$ cat config.mk
export PLATFORM = sky130hd
export DESIGN_NAME = mem_access_unit_flat
export DESIGN_NICKNAME = d
export VERILOG_FILES = /design/src/rtl/mem_access_unit_if.sv /design/src/rtl/mem_access_unit.sv /design/src/flat_wrapper.sv
export SDC_FILE = /design/constraint.sdc
export NUM_CORES = 1
export LEC_CHECK = 0
export ABC_AREA = 1
export CAP_MARGIN = 20
export CORE_UTILIZATION = 49
export DETAILED_ROUTE_END_ITERATION = 16
export PLACE_DENSITY = 0.85
export SYNTH_ARGS = -nofsm -noshare
export SYNTH_HDL_FRONTEND = slang
export SYNTH_SLANG_ARGS = --single-unit
$ cat constraint.sdc
create_clock -name clk -period 4.8 [get_ports clk]
set_clock_uncertainty 0.05 [all_clocks]
set_input_delay 0.96 -clock clk [delete_from_list [all_inputs] [get_ports clk]]
set_output_delay 0.96 -clock clk [all_outputs]
set_load 0.01 [all_outputs]
$ cat src/rtl/mem_access_unit_if.sv
// Core-side request/response handshake and word-wide memory port
// for the load/store unit.
interface mem_access_unit_if;
  logic        req_valid;
  logic        req_ready;
  logic [2:0]  req_funct3;
  logic        req_we;
  logic [31:0] req_addr;
  logic [31:0] req_wdata;
  logic        rsp_valid;
  logic        rsp_ready;
  logic [31:0] rsp_rdata;
  logic        rsp_err;
  logic [31:0] mem_addr;
  logic [31:0] mem_wd;
  logic        mem_we;
  logic [31:0] mem_rd;

  modport slave (
    input  req_valid, req_funct3, req_we,
    input  req_addr, req_wdata, rsp_ready,
    input  mem_rd,
    output req_ready, rsp_valid, rsp_rdata,
    output rsp_err, mem_addr, mem_wd, mem_we
  );

  modport master (
    output req_valid, req_funct3, req_we,
    output req_addr, req_wdata, rsp_ready,
    output mem_rd,
    input  req_ready, rsp_valid, rsp_rdata,
    input  rsp_err, mem_addr, mem_wd, mem_we
  );
endinterface

$ cat src/rtl/mem_access_unit.sv
// Load/store initiator on a word-only memory port: sub-word
// loads extract and extend, sub-word stores read-modify-write.
module mem_access_unit #(
  parameter bit CHECK_ALIGN = 1'b1
) (
  input  logic clk,
  input  logic rst_n,
  mem_access_unit_if.slave bus
);
  typedef enum logic [1:0] {
    IDLE, ACCESS, WRITE, RESP
  } state_t;

  state_t      state;
  logic [2:0]  f3;
  logic        we;
  logic [31:0] addr;
  logic [31:0] wbuf;
  logic [31:0] rdata;
  logic        err;

  logic        illegal;
  logic        misal;
  logic        bad;
  logic [7:0]  lane_b;
  logic [15:0] lane_h;
  logic [31:0] lext;
  logic [31:0] merged;
  logic [31:0] word;

  always_comb begin
    illegal = 1'b0;
    unique case (bus.req_funct3)
      3'b011, 3'b110, 3'b111: illegal = 1'b1;
      3'b100, 3'b101:         illegal = bus.req_we;
      default:                illegal = 1'b0;
    endcase
  end

  always_comb begin
    misal = 1'b0;
    if (CHECK_ALIGN) begin
      unique case (bus.req_funct3[1:0])
        2'b01:   misal = bus.req_addr[0];
        2'b10:   misal = |bus.req_addr[1:0];
        default: misal = 1'b0;
      endcase
    end
  end

  assign bad    = illegal | misal;
  assign lane_b = bus.mem_rd[{addr[1:0], 3'b000} +: 8];
  assign lane_h = addr[1] ? bus.mem_rd[31:16]
                          : bus.mem_rd[15:0];

  always_comb begin
    lext = bus.mem_rd;
    unique case (f3[1:0])
      2'b00: lext = f3[2] ? {24'h0, lane_b}
                          : {{24{lane_b[7]}}, lane_b};
      2'b01: lext = f3[2] ? {16'h0, lane_h}
                          : {{16{lane_h[15]}}, lane_h};
      default: lext = bus.mem_rd;
    endcase
  end

  // Old word with only the addressed lane replaced by store data.
  always_comb begin
    merged = bus.mem_rd;
    if (f3[1:0] == 2'b00) begin
      unique case (addr[1:0])
        2'b00: merged[7:0]   = wbuf[7:0];
        2'b01: merged[15:8]  = wbuf[7:0];
        2'b10: merged[23:16] = wbuf[7:0];
        2'b11: merged[31:24] = wbuf[7:0];
      endcase
    end else if (addr[1]) begin
      merged[31:16] = wbuf[15:0];
    end else begin
      merged[15:0] = wbuf[15:0];
    end
  end

  always_ff @(posedge clk or negedge rst_n) begin
    if (!rst_n) begin
      state <= IDLE;
      f3    <= 3'b000;
      we    <= 1'b0;
      addr  <= 32'h0;
      wbuf  <= 32'h0;
      rdata <= 32'h0;
      err   <= 1'b0;
    end else begin
      unique case (state)
        IDLE: if (bus.req_valid) begin
          f3    <= bus.req_funct3;
          we    <= bus.req_we;
          addr  <= bus.req_addr;
          wbuf  <= bus.req_wdata;
          rdata <= 32'h0;
          err   <= bad;
          if (bad)
            state <= RESP;
          else if (bus.req_we &&
                   bus.req_funct3[1:0] == 2'b10)
            state <= WRITE;
          else
            state <= ACCESS;
        end
        ACCESS: begin
          if (we) begin
            wbuf  <= merged;
            state <= WRITE;
          end else begin
            rdata <= lext;
            state <= RESP;
          end
        end
        WRITE: state <= RESP;
        RESP: if (bus.rsp_ready) state <= IDLE;
      endcase
    end
  end

  assign word          = {addr[31:2], 2'b00};
  assign bus.req_ready = (state == IDLE);
  assign bus.rsp_valid = (state == RESP);
  assign bus.rsp_rdata = rdata;
  assign bus.rsp_err   = err;
  assign bus.mem_addr  = (state == ACCESS || state == WRITE)
                         ? word : 32'h0;
  assign bus.mem_wd    = (state == WRITE) ? wbuf : 32'h0;
  assign bus.mem_we    = (state == WRITE);
endmodule

$ cat src/flat_wrapper.sv
// flat-port wrapper written by rule: the top's interface ports become plain ports
module mem_access_unit_flat 
#(
  parameter bit CHECK_ALIGN = 1'b1
)
  (clk, rst_n, bus_req_valid, bus_req_funct3, bus_req_we, bus_req_addr, bus_req_wdata, bus_rsp_ready, bus_mem_rd, bus_req_ready, bus_rsp_valid, bus_rsp_rdata, bus_rsp_err, bus_mem_addr, bus_mem_wd, bus_mem_we);
  mem_access_unit_if bus_i ();
  input  logic clk;
  input  logic rst_n;
  input wire logic [$bits(bus_i.req_valid)-1:0] bus_req_valid;
  input wire logic [$bits(bus_i.req_funct3)-1:0] bus_req_funct3;
  input wire logic [$bits(bus_i.req_we)-1:0] bus_req_we;
  input wire logic [$bits(bus_i.req_addr)-1:0] bus_req_addr;
  input wire logic [$bits(bus_i.req_wdata)-1:0] bus_req_wdata;
  input wire logic [$bits(bus_i.rsp_ready)-1:0] bus_rsp_ready;
  input wire logic [$bits(bus_i.mem_rd)-1:0] bus_mem_rd;
  output wire logic [$bits(bus_i.req_ready)-1:0] bus_req_ready;
  output wire logic [$bits(bus_i.rsp_valid)-1:0] bus_rsp_valid;
  output wire logic [$bits(bus_i.rsp_rdata)-1:0] bus_rsp_rdata;
  output wire logic [$bits(bus_i.rsp_err)-1:0] bus_rsp_err;
  output wire logic [$bits(bus_i.mem_addr)-1:0] bus_mem_addr;
  output wire logic [$bits(bus_i.mem_wd)-1:0] bus_mem_wd;
  output wire logic [$bits(bus_i.mem_we)-1:0] bus_mem_we;
  assign bus_i.req_valid = bus_req_valid;
  assign bus_i.req_funct3 = bus_req_funct3;
  assign bus_i.req_we = bus_req_we;
  assign bus_i.req_addr = bus_req_addr;
  assign bus_i.req_wdata = bus_req_wdata;
  assign bus_i.rsp_ready = bus_rsp_ready;
  assign bus_i.mem_rd = bus_mem_rd;
  assign bus_req_ready = bus_i.req_ready;
  assign bus_rsp_valid = bus_i.rsp_valid;
  assign bus_rsp_rdata = bus_i.rsp_rdata;
  assign bus_rsp_err = bus_i.rsp_err;
  assign bus_mem_addr = bus_i.mem_addr;
  assign bus_mem_wd = bus_i.mem_wd;
  assign bus_mem_we = bus_i.mem_we;
  mem_access_unit #(.CHECK_ALIGN(CHECK_ALIGN)) u_core (.clk(clk), .rst_n(rst_n), .bus(bus_i));
endmodule
==> After elaboration in Yosys (flattened, before gate mapping) <==
Index checks and enable logic that the tools add are counted.
{ "totals": {"input_bits": 104, "ff_bits": 103} }
{ "op_classes": {"n_reduce_logical": 15, "eq_ne": 20, "bitwise": 1, "muxes": 27, "shift": 1} }
{ "ops": {"columns": ["cell", "count"], "rows": [
  ["$mux W32", 9],
  ["$pmux W32 S2", 3],
  ["$mux W16", 3],
  ["$mux W8", 4],
  ["$shiftx A32 B6 Y8", 1],
  ["$eq A3 B3 Y1 const B", 4],
  ["$eq A2 B2 Y1 const B", 5],
  ["$eq A2 B1 Y1 const B", 4],
  ["$mux W2", 4],
  ["$pmux W2 S4", 1],
  ["$logic_not A2 Y1", 3],
  ["$ne A2 B2 Y1 const B", 3],
  ["$reduce_and A3 Y1", 2],
  ["$reduce_and A5 Y1", 1],
  ["$pmux W1 S2", 2],
  ["$reduce_and A2 Y1", 2],
  ["$reduce_and A4 Y1", 1],
  ["$reduce_or A2 Y1", 2],
  ["$eq A3 B2 Y1 const B", 1],
  ["$ne A3 B1 Y1 const B", 1],
  ["$ne A3 B3 Y1 const B", 1],
  ["$reduce_or A3 Y1", 1],
  ["$ne A2 B1 Y1 const B", 1],
  ["$reduce_bool A2 Y1", 1],
  ["4 further kinds", 4]
]} }

==> Longest topological paths before layout <==
Gate-level depths: netlist of run 1.
{ "depth": {"word_depth": 7, "mapped_depth": 12, "depth_no_buf": 10} }

==> Worst setup path before layout of run 1 <==
Ideal clock, no wire load.
{ "synth_path": {"path_type": "register -> output", "startpoint": "register u_core.state[0]", "endpoint": "output port bus_mem_wd[10]", "path_slack_ns": 2.456, "required_ns": 3.790, "path_stages_with_launch": 7, "arrival_ns": 1.334, "path_cell_list": "dfrtp_1 inv_1 ha_1 clkbuf_1 clkbuf_1 nand2_1 inv_1"} }
{ "synth_between": {"elab_chain_cells": 2} }
{ "synth_rtl": {"columns": ["element", "line_no", "source"], "rows": [
  ["start: declaration", "mem_access_unit.sv:14", "state_t state;"],
  ["start signal: assignment", "mem_access_unit.sv:86", "state <= IDLE;"],
  ["start signal: assignment", "mem_access_unit.sv:103", "state <= RESP;"],
  ["start signal: assignment", "mem_access_unit.sv:106", "state <= WRITE;"],
  ["$eq A2 B2 Y1", null, null],
  ["named net bus_mem_we", "flat_wrapper.sv:23", "output wire logic [$bits(bus_i.mem_we)-1:0] bus_mem_we;"],
  ["$mux W32", "mem_access_unit.sv:132", "assign bus.mem_wd = (state == WRITE) ? wbuf : 32'h0;"],
  ["end: declaration", "flat_wrapper.sv:22", "output wire logic [$bits(bus_i.mem_wd)-1:0] bus_mem_wd;"]
]} }
The timed path passes the listed nets, and every way through them passes these cells.

==> Worst setup path after layout of run 1 <==
{ "layout_path": {"startpoint": "register u_core.state[0]", "endpoint": "output port bus_mem_addr[10]"} }
{ "layout_between": {"elab_chain_cells": 3} }
{ "layout_rtl": {"columns": ["element", "line_no", "source"], "rows": [
  ["$eq A2 B1 Y1 / $eq A2 B2 Y1 (equally long branches)", "mem_access_unit.sv:130", "assign bus.mem_addr = (state == ACCESS || state == WRITE)"],
  ["$logic_or A1 B1 Y1 *", "mem_access_unit.sv:130", null],
  ["$mux W32 *", "mem_access_unit.sv:131", "? word : 32'h0;"],
  ["end: declaration", "flat_wrapper.sv:21", "output wire logic [$bits(bus_i.mem_addr)-1:0] bus_mem_addr;"]
]} }
Mark *: on every way between the ends. The rest lies on a longest branch, timed or not.

==> impl_metrics.toml, run 1 <==
[run_status]
outcome = "completed"

[cells_and_area]
nNetsFinal = 1225
area_growth_pct = 38.4
layout_commonest_cell = "nand2_1"
fin_area_um2 = 8630
antenna-diode-count = 0
drive_gt1_share_pct = 4.21
fin_util_pct = 70.6
mostFrequentLayoutCells = "nand2_1 (378), clkdlybuf4s50_1 (200), inv_1 (118)"

[critical_path]
worstReg2RegStart = "u_core.state[1]"
crit_type = "reg -> out"
crit_top_cell = "inv_1"
critPathRequiredTime_ps = 3790
cp.arrival_ps = 2600
crit_chain = "inv_1 -> ha_1 -> nand2_1 -> inv_1 -> clkdlybuf4s50_1"
r2r_slack_ps = 1520
slowest_stage = "ha_1"
worst_setup_path_end_kind = "output port"
critPathLaunchType = "flip-flop"
slowest_delay_ps = 950
path_max_fanout = 31
reg2reg_to = "u_core.wbuf[2]"
r2r_cells = 9

[yosys]
synth_ff_type = "dfrtp_1"
ys_ff_latch = 103
ys_warn_count = 0
synth_area_leaders = "dfrtp_1 (41%), nand2_1 (23%), inv_1 (7.1%)"
synth_top_cell_area_share_pct = 41.4
synth_edf_count = 0
avgSynthCellArea_um2 = 6.61
ys_types = 30
yosysSeqAreaShare_pct = 41.4
synth_area_um2 = 6230
syn_inst = 943
synthArstFlopShare_pct = 100
yosysTopAreaCell = "dfrtp_1"

[cts]
clkTransAtPathRegs_ps = 70
cts_resized = 0
numCtsBuffers = 9
cts_hold_buffers = 0
clock_latency_ps = 350
cts.sinks = 103
ctsLongestPathBuffers = 2
clock-root-buffer = "clkbuf_16"
post-cts-setup-buffer-count = 0
cts_tree = "done"
cts_max_level = 3

[timing]
finalHoldViolations = 0
setup_viol = 0
tns_ps = 0
period_share_pct = 75.2
tightest_slew_ps = 984
slew_violations = 0
rsz0062_at_grt = "false"
timing.fmax_ghz = 0.277
max-slew-margin-rel_pct = 34.4
post-route-min-period_ps = 3610

[grt]
grtUsageTotal_pct = 30.4
grt_first_pass_wirelength_mm = 31.0
grt_antenna_before_repair = 0
grt_pass1_vias = 6338
grt_overflow_total = 0
grt_max_degree = 71

[route]
dr.first_iter.drc_count = 738
routed_wl_mm = 19.5
num_vias = 6764
wire_per_inst_um = 15.2
via_per_inst = 5.26
ant_nets = 0
dr.pass1.iters = 5
drc = 0

[hold_path]
worstHoldPathType = "reg -> reg"
whs_path_depth = 2
hold_end = "u_core.addr[6]"
hold_start = "u_core.addr[6]"

[die]
fp.dieH_um = 115
pin_count = 204
die_area_um2 = 13200
die_width_um = 115
initial_utilization_pct = 51.0
core_um2 = 12200
rows = 40

[pwr]
finalPower_mw = 5.64
ir_drop_v = 0.000341
cellPowerDensity_nw_per_um2 = 654
p_leak_nw = 4.56

[placed_design]
gp_congestion = 0.963
io_buffer_count = 201
hpwl_mm = 13.9
place_area_um2 = 8260

[job]
cap_violations = 0
routing by layer:
layer  vias up  GRT usage [%]  wire (um)
met3        70           8.01       2110
met5         -              0          0
met1      3058           37.3       7780
met4         0           14.9        850
met2       392           49.7       8780
li1       3244              -          -
how the worst max path moves through the flow:
stage / start / endpoint / slack [ps]
finish: u_core.state[0] / bus_mem_addr[10] / 1190
global route: u_core.state[1] / bus_mem_addr[15] / 1000
CTS: u_core.state[0] / bus_mem_wd[11] / 1170
detailed placement: bus_req_valid / u_core.bus.rsp_err / 1550
global placement: bus_req_valid / u_core.bus.rsp_err / 1550
floorplan: u_core.state[0] / bus_mem_wd[10] / 2460
worst max-delay path: cells and delay by family, from the launching register on:
| kind | cells | cell delay [ps] |
|---|---|---|
| fa+ha+maj | 1 | 950 |
| buf+inv | 3 | 780 |
| flops | 1 | 410 |
| simple gates | 1 | 100 |
flip-flops by register name, indices dropped and copies added (netlist names):
name and flops:
u_core.addr 32, u_core.state 2, u_core.we 1, u_core.bus.rsp_err 1
u_core.bus.rsp_rdata 32, u_core.wbuf 32, u_core.f3 3
area by class of cell:
class,count,area (um^2)
clock buffers,11,243
flip-flops and latches,103,2580
inverters,126,478
repair buffers,210,2100
well taps,168,210
multi-input cells,662,2930
clock inverters,5,81.3
fillers,1037,3580
cells by family (layout without fill, tap and decap cells):
| logic type | after synthesis | after routing | share of synthesized area [%] |
|---|---|---|---|
| and+or+nand+nor | 481 | 481 | 30.8 |
| buffers and inverters | 179 | 352 | 11.7 |
| AOI/OAI and AO/OA | 170 | 170 | 14.3 |
| DFF | 103 | 103 | 41.4 |
| adders and majority gates | 9 | 9 | 1.81 |
| other | 1 | 2 | 0.0602 |
synthesized netlist by cell type, types with 4 or more instances:
library cell  instances
buf_2                21
o21ai_1              16
inv_2                 6
clkbuf_1             25
a21oi_1              80
inv_1               118
o211ai_1             12
nand2_2               4
nand2_1             378
nand3_1              30
dfrtp_1             103
nor2_1               52
nor3_1                7
o21ai_0              58
ha_1                  9
through the flow:
step / hold WS (ps) / setup WS (ps) / cells
finish: 428 / 1190 / 1285
global route: 446 / 1000 / 1285
CTS: 434 / 1170 / 1283
detailed placement: 416 / 1550 / 1267
global placement: 412 / 1550 / 1267
floorplan: 399 / 2460 / 944
report_power, final:
group / internal (mW) / leakage (nW) / switching, mW / total [mW]
combinational: 1.35 / 3.11 / 1.93 / 3.28
clock: 0.472 / 0.156 / 0.334 / 0.806
sequential: 1.25 / 1.29 / 0.312 / 1.56
total: 3.07 / 4.56 / 2.57 / 5.64
Power figures use the tool's default switching activity.
==> run 2, diff against run 1 <==
--- a/config.mk
+++ b/config.mk
@@ -7,9 +7,9 @@
 export LEC_CHECK = 0
 export ABC_AREA = 1
 export CAP_MARGIN = 20
-export CORE_UTILIZATION = 49
+export CORE_UTILIZATION = 47
 export DETAILED_ROUTE_END_ITERATION = 16
-export PLACE_DENSITY = 0.85
+export PLACE_DENSITY = 0.82
 export SYNTH_ARGS = -nofsm -noshare
 export SYNTH_HDL_FRONTEND = slang
 export SYNTH_SLANG_ARGS = --single-unit
==> constraint.sdc (replaced) <==
create_clock -name clk -period 3.5 [get_ports clk]
set_clock_uncertainty 0.05 [all_clocks]
set_input_delay 0.7 -clock clk [delete_from_list [all_inputs] [get_ports clk]]
set_output_delay 0.7 -clock clk [all_outputs]
set_load 0.01 [all_outputs]
==> run 2 against run 1 <==
Global-route usage decreased by 0.65 points. Critical path depth increased by 1. Clock power increased by 49%. Register-to-register slack got worse by 910 ps. Non-clock buffer count increased by 2. Sequential power increased by 36%. Setup slack got worse by 620 ps. Sequential cell count unchanged.
==> impl_metrics.toml, run 2 (synthesized netlist as in run 1, its figures left out) <==
[run_status]
outcome = "completed"

[critical_path]
critPathRequiredTime_ps = 2750
worstReg2RegStart = "u_core.state[1]"
slowest_delay_ps = 530
path_max_fanout = 31
slowest_stage = "clkdlybuf4s50_1"
r2r_cells = 8
reg2reg_to = "u_core.wbuf[3]"
cp.arrival_ps = 2180
crit_family = "buffers and inverters"
path_buf_inv = 4
worst_setup_path_end_kind = "output port"
crit_type = "reg -> out"
r2r_slack_ps = 610
crit_chain = "inv_1 -> ha_1 -> buf_4 -> nand2_1 -> inv_1 -> clkdlybuf4s50_1"
crit_top_cell = "inv_1"
critPathLaunchType = "flip-flop"

[timing]
rsz0062_at_grt = "false"
timing.fmax_ghz = 0.342
setup_viol = 0
worst_hold_slack_ps = 389
period_share_pct = 83.6
tightest_slew_ps = 838
finalHoldViolations = 0
tns_ps = 0
max-slew-margin-rel_pct = 44.2
post-route-min-period_ps = 2930
slew_violations = 0

[route]
ant_nets = 0
dr.first_iter.drc_count = 629
dr.pass1.iters = 6
num_vias = 6627
routed_wl_mm = 19.7
via_per_inst = 5.13
wire_per_inst_um = 15.2
drc = 0

[cts]
ctsLongestPathBuffers = 2
cts.sinks = 103
cts_tree = "done"
cts_resized = 0
numCtsBuffers = 9
post-cts-setup-buffer-count = 0
clock_latency_ps = 360
cts_hold_buffers = 0
clkTransAtPathRegs_ps = 70
cts_max_level = 3
clock-root-buffer = "clkbuf_16"

[grt]
grt_pass1_vias = 6145
grt_first_pass_wirelength_mm = 30.8
grt_overflow_total = 0
grt_antenna_before_repair = 0
grtUsageTotal_pct = 29.7
grt_max_degree = 65

[placed_design]
gp_congestion = 0.960
io_buffer_count = 201
hpwl_mm = 14.2

[cells_and_area]
mostFrequentLayoutCells = "nand2_1 (378), clkdlybuf4s50_1 (200), inv_1 (118)"
nNetsFinal = 1227
layout_commonest_cell = "nand2_1"
antenna-diode-count = 0
drive_gt1_share_pct = 4.47
area_growth_pct = 39.0
fillCellCount = 1109

[pwr]
ir_drop_v = 0.000566
cellPowerDensity_nw_per_um2 = 902
finalPower_mw = 7.82
p_leak_nw = 4.58

[job]
cap_violations = 0

[die]
rows = 41
initial_utilization_pct = 48.8
die_width_um = 117
die_area_um2 = 13700
fp.dieH_um = 117
core_um2 = 12800
pin_count = 204

[hold_path]
worstHoldPathType = "in -> async"
[run 2: changes by cell type in the layout (fill, tap and decap cells not counted)]
cell | before | now
buf_8 | 1 | 0
clkbuf_1 | 1 | 0
buf_12 | 0 | 1
inv_8 | 0 | 1
buf_16 | 1 | 0
inv_6 | 0 | 1
clkinvlp_4 | 1 | 0
clkinv_4 | 1 | 0
buf_4 | 8 | 11
bufinv_16 | 2 | 3
[run 2: power by group]
part           total [mW]  internal [mW]  leakage [nW]  switching [mW]
clock network        1.20          0.726         0.175           0.476
registers            2.12           1.71          1.29           0.410
logic                4.49           1.83          3.12            2.66
[run 2: layer usage]
layer / global-route usage [%] / routed length (um) / vias to the layer above / part of all wire [%]
li1: - / - / 3246 / -
met1: 37.2 / 8060 / 2969 / 41
met2: 47.6 / 8840 / 357 / 45
met3: 7.26 / 2030 / 55 / 10
met4: 15.6 / 729 / 0 / 3.7
met5: 0 / 0 / - / 0
[run 2: cell type report]
cell class / instances / area [um^2] / share of cell area (%)
repair buffers: 212 / 2100 / 24.3
clock inverters: 6 / 115 / 1.33
well taps: 172 / 215 / 2.48
inverters: 126 / 478 / 5.52
multi-input cells: 662 / 2930 / 33.9
clock buffers: 10 / 239 / 2.76
flip-flops and latches: 103 / 2580 / 29.8
[run 2: per-stage QoR]
| stage | utilization [%] | instances | cell area (um^2) | worst slack (ps) |
|---|---|---|---|---|
| 2_1_floorplan | - | 944 | 6240 | 1420 |
| 3_3_place_gp | 65.0 | 1275 | 8310 | 539 |
| 3_5_place_dp | 65.0 | 1275 | 8310 | 410 |
| 4_1_cts | 67.8 | 1291 | 8660 | 557 |
| 5_1_grt | 67.8 | 1291 | 8660 | 386 |
| 6_report | 67.8 | 1291 | 8660 | 573 |
[run 2: worst max path at each step]
stage	endpoint	slack, ps	depth (start not counted)	start
6_report	bus_mem_addr[12]	570	6	u_core.state[1]
5_1_grt	u_core.wbuf[3]	390	8	u_core.state[1]
4_1_cts	bus_mem_addr[12]	560	6	u_core.state[0]
3_5_place_dp	u_core.wbuf[4]	410	7	bus_req_valid
3_3_place_gp	u_core.wbuf[2]	540	7	bus_req_valid
2_1_floorplan	bus_mem_wd[10]	1420	6	u_core.state[0]
[run 2: worst register-to-register path, cell delays in order (launching register included)]
cell and delay [ps]:
dfrtp_1 420, inv_1 110, ha_1 190, inv_2 180
o21ai_2 510, nand2_2 440, a21oi_2 630, nand2_1 150
o21ai_1 120
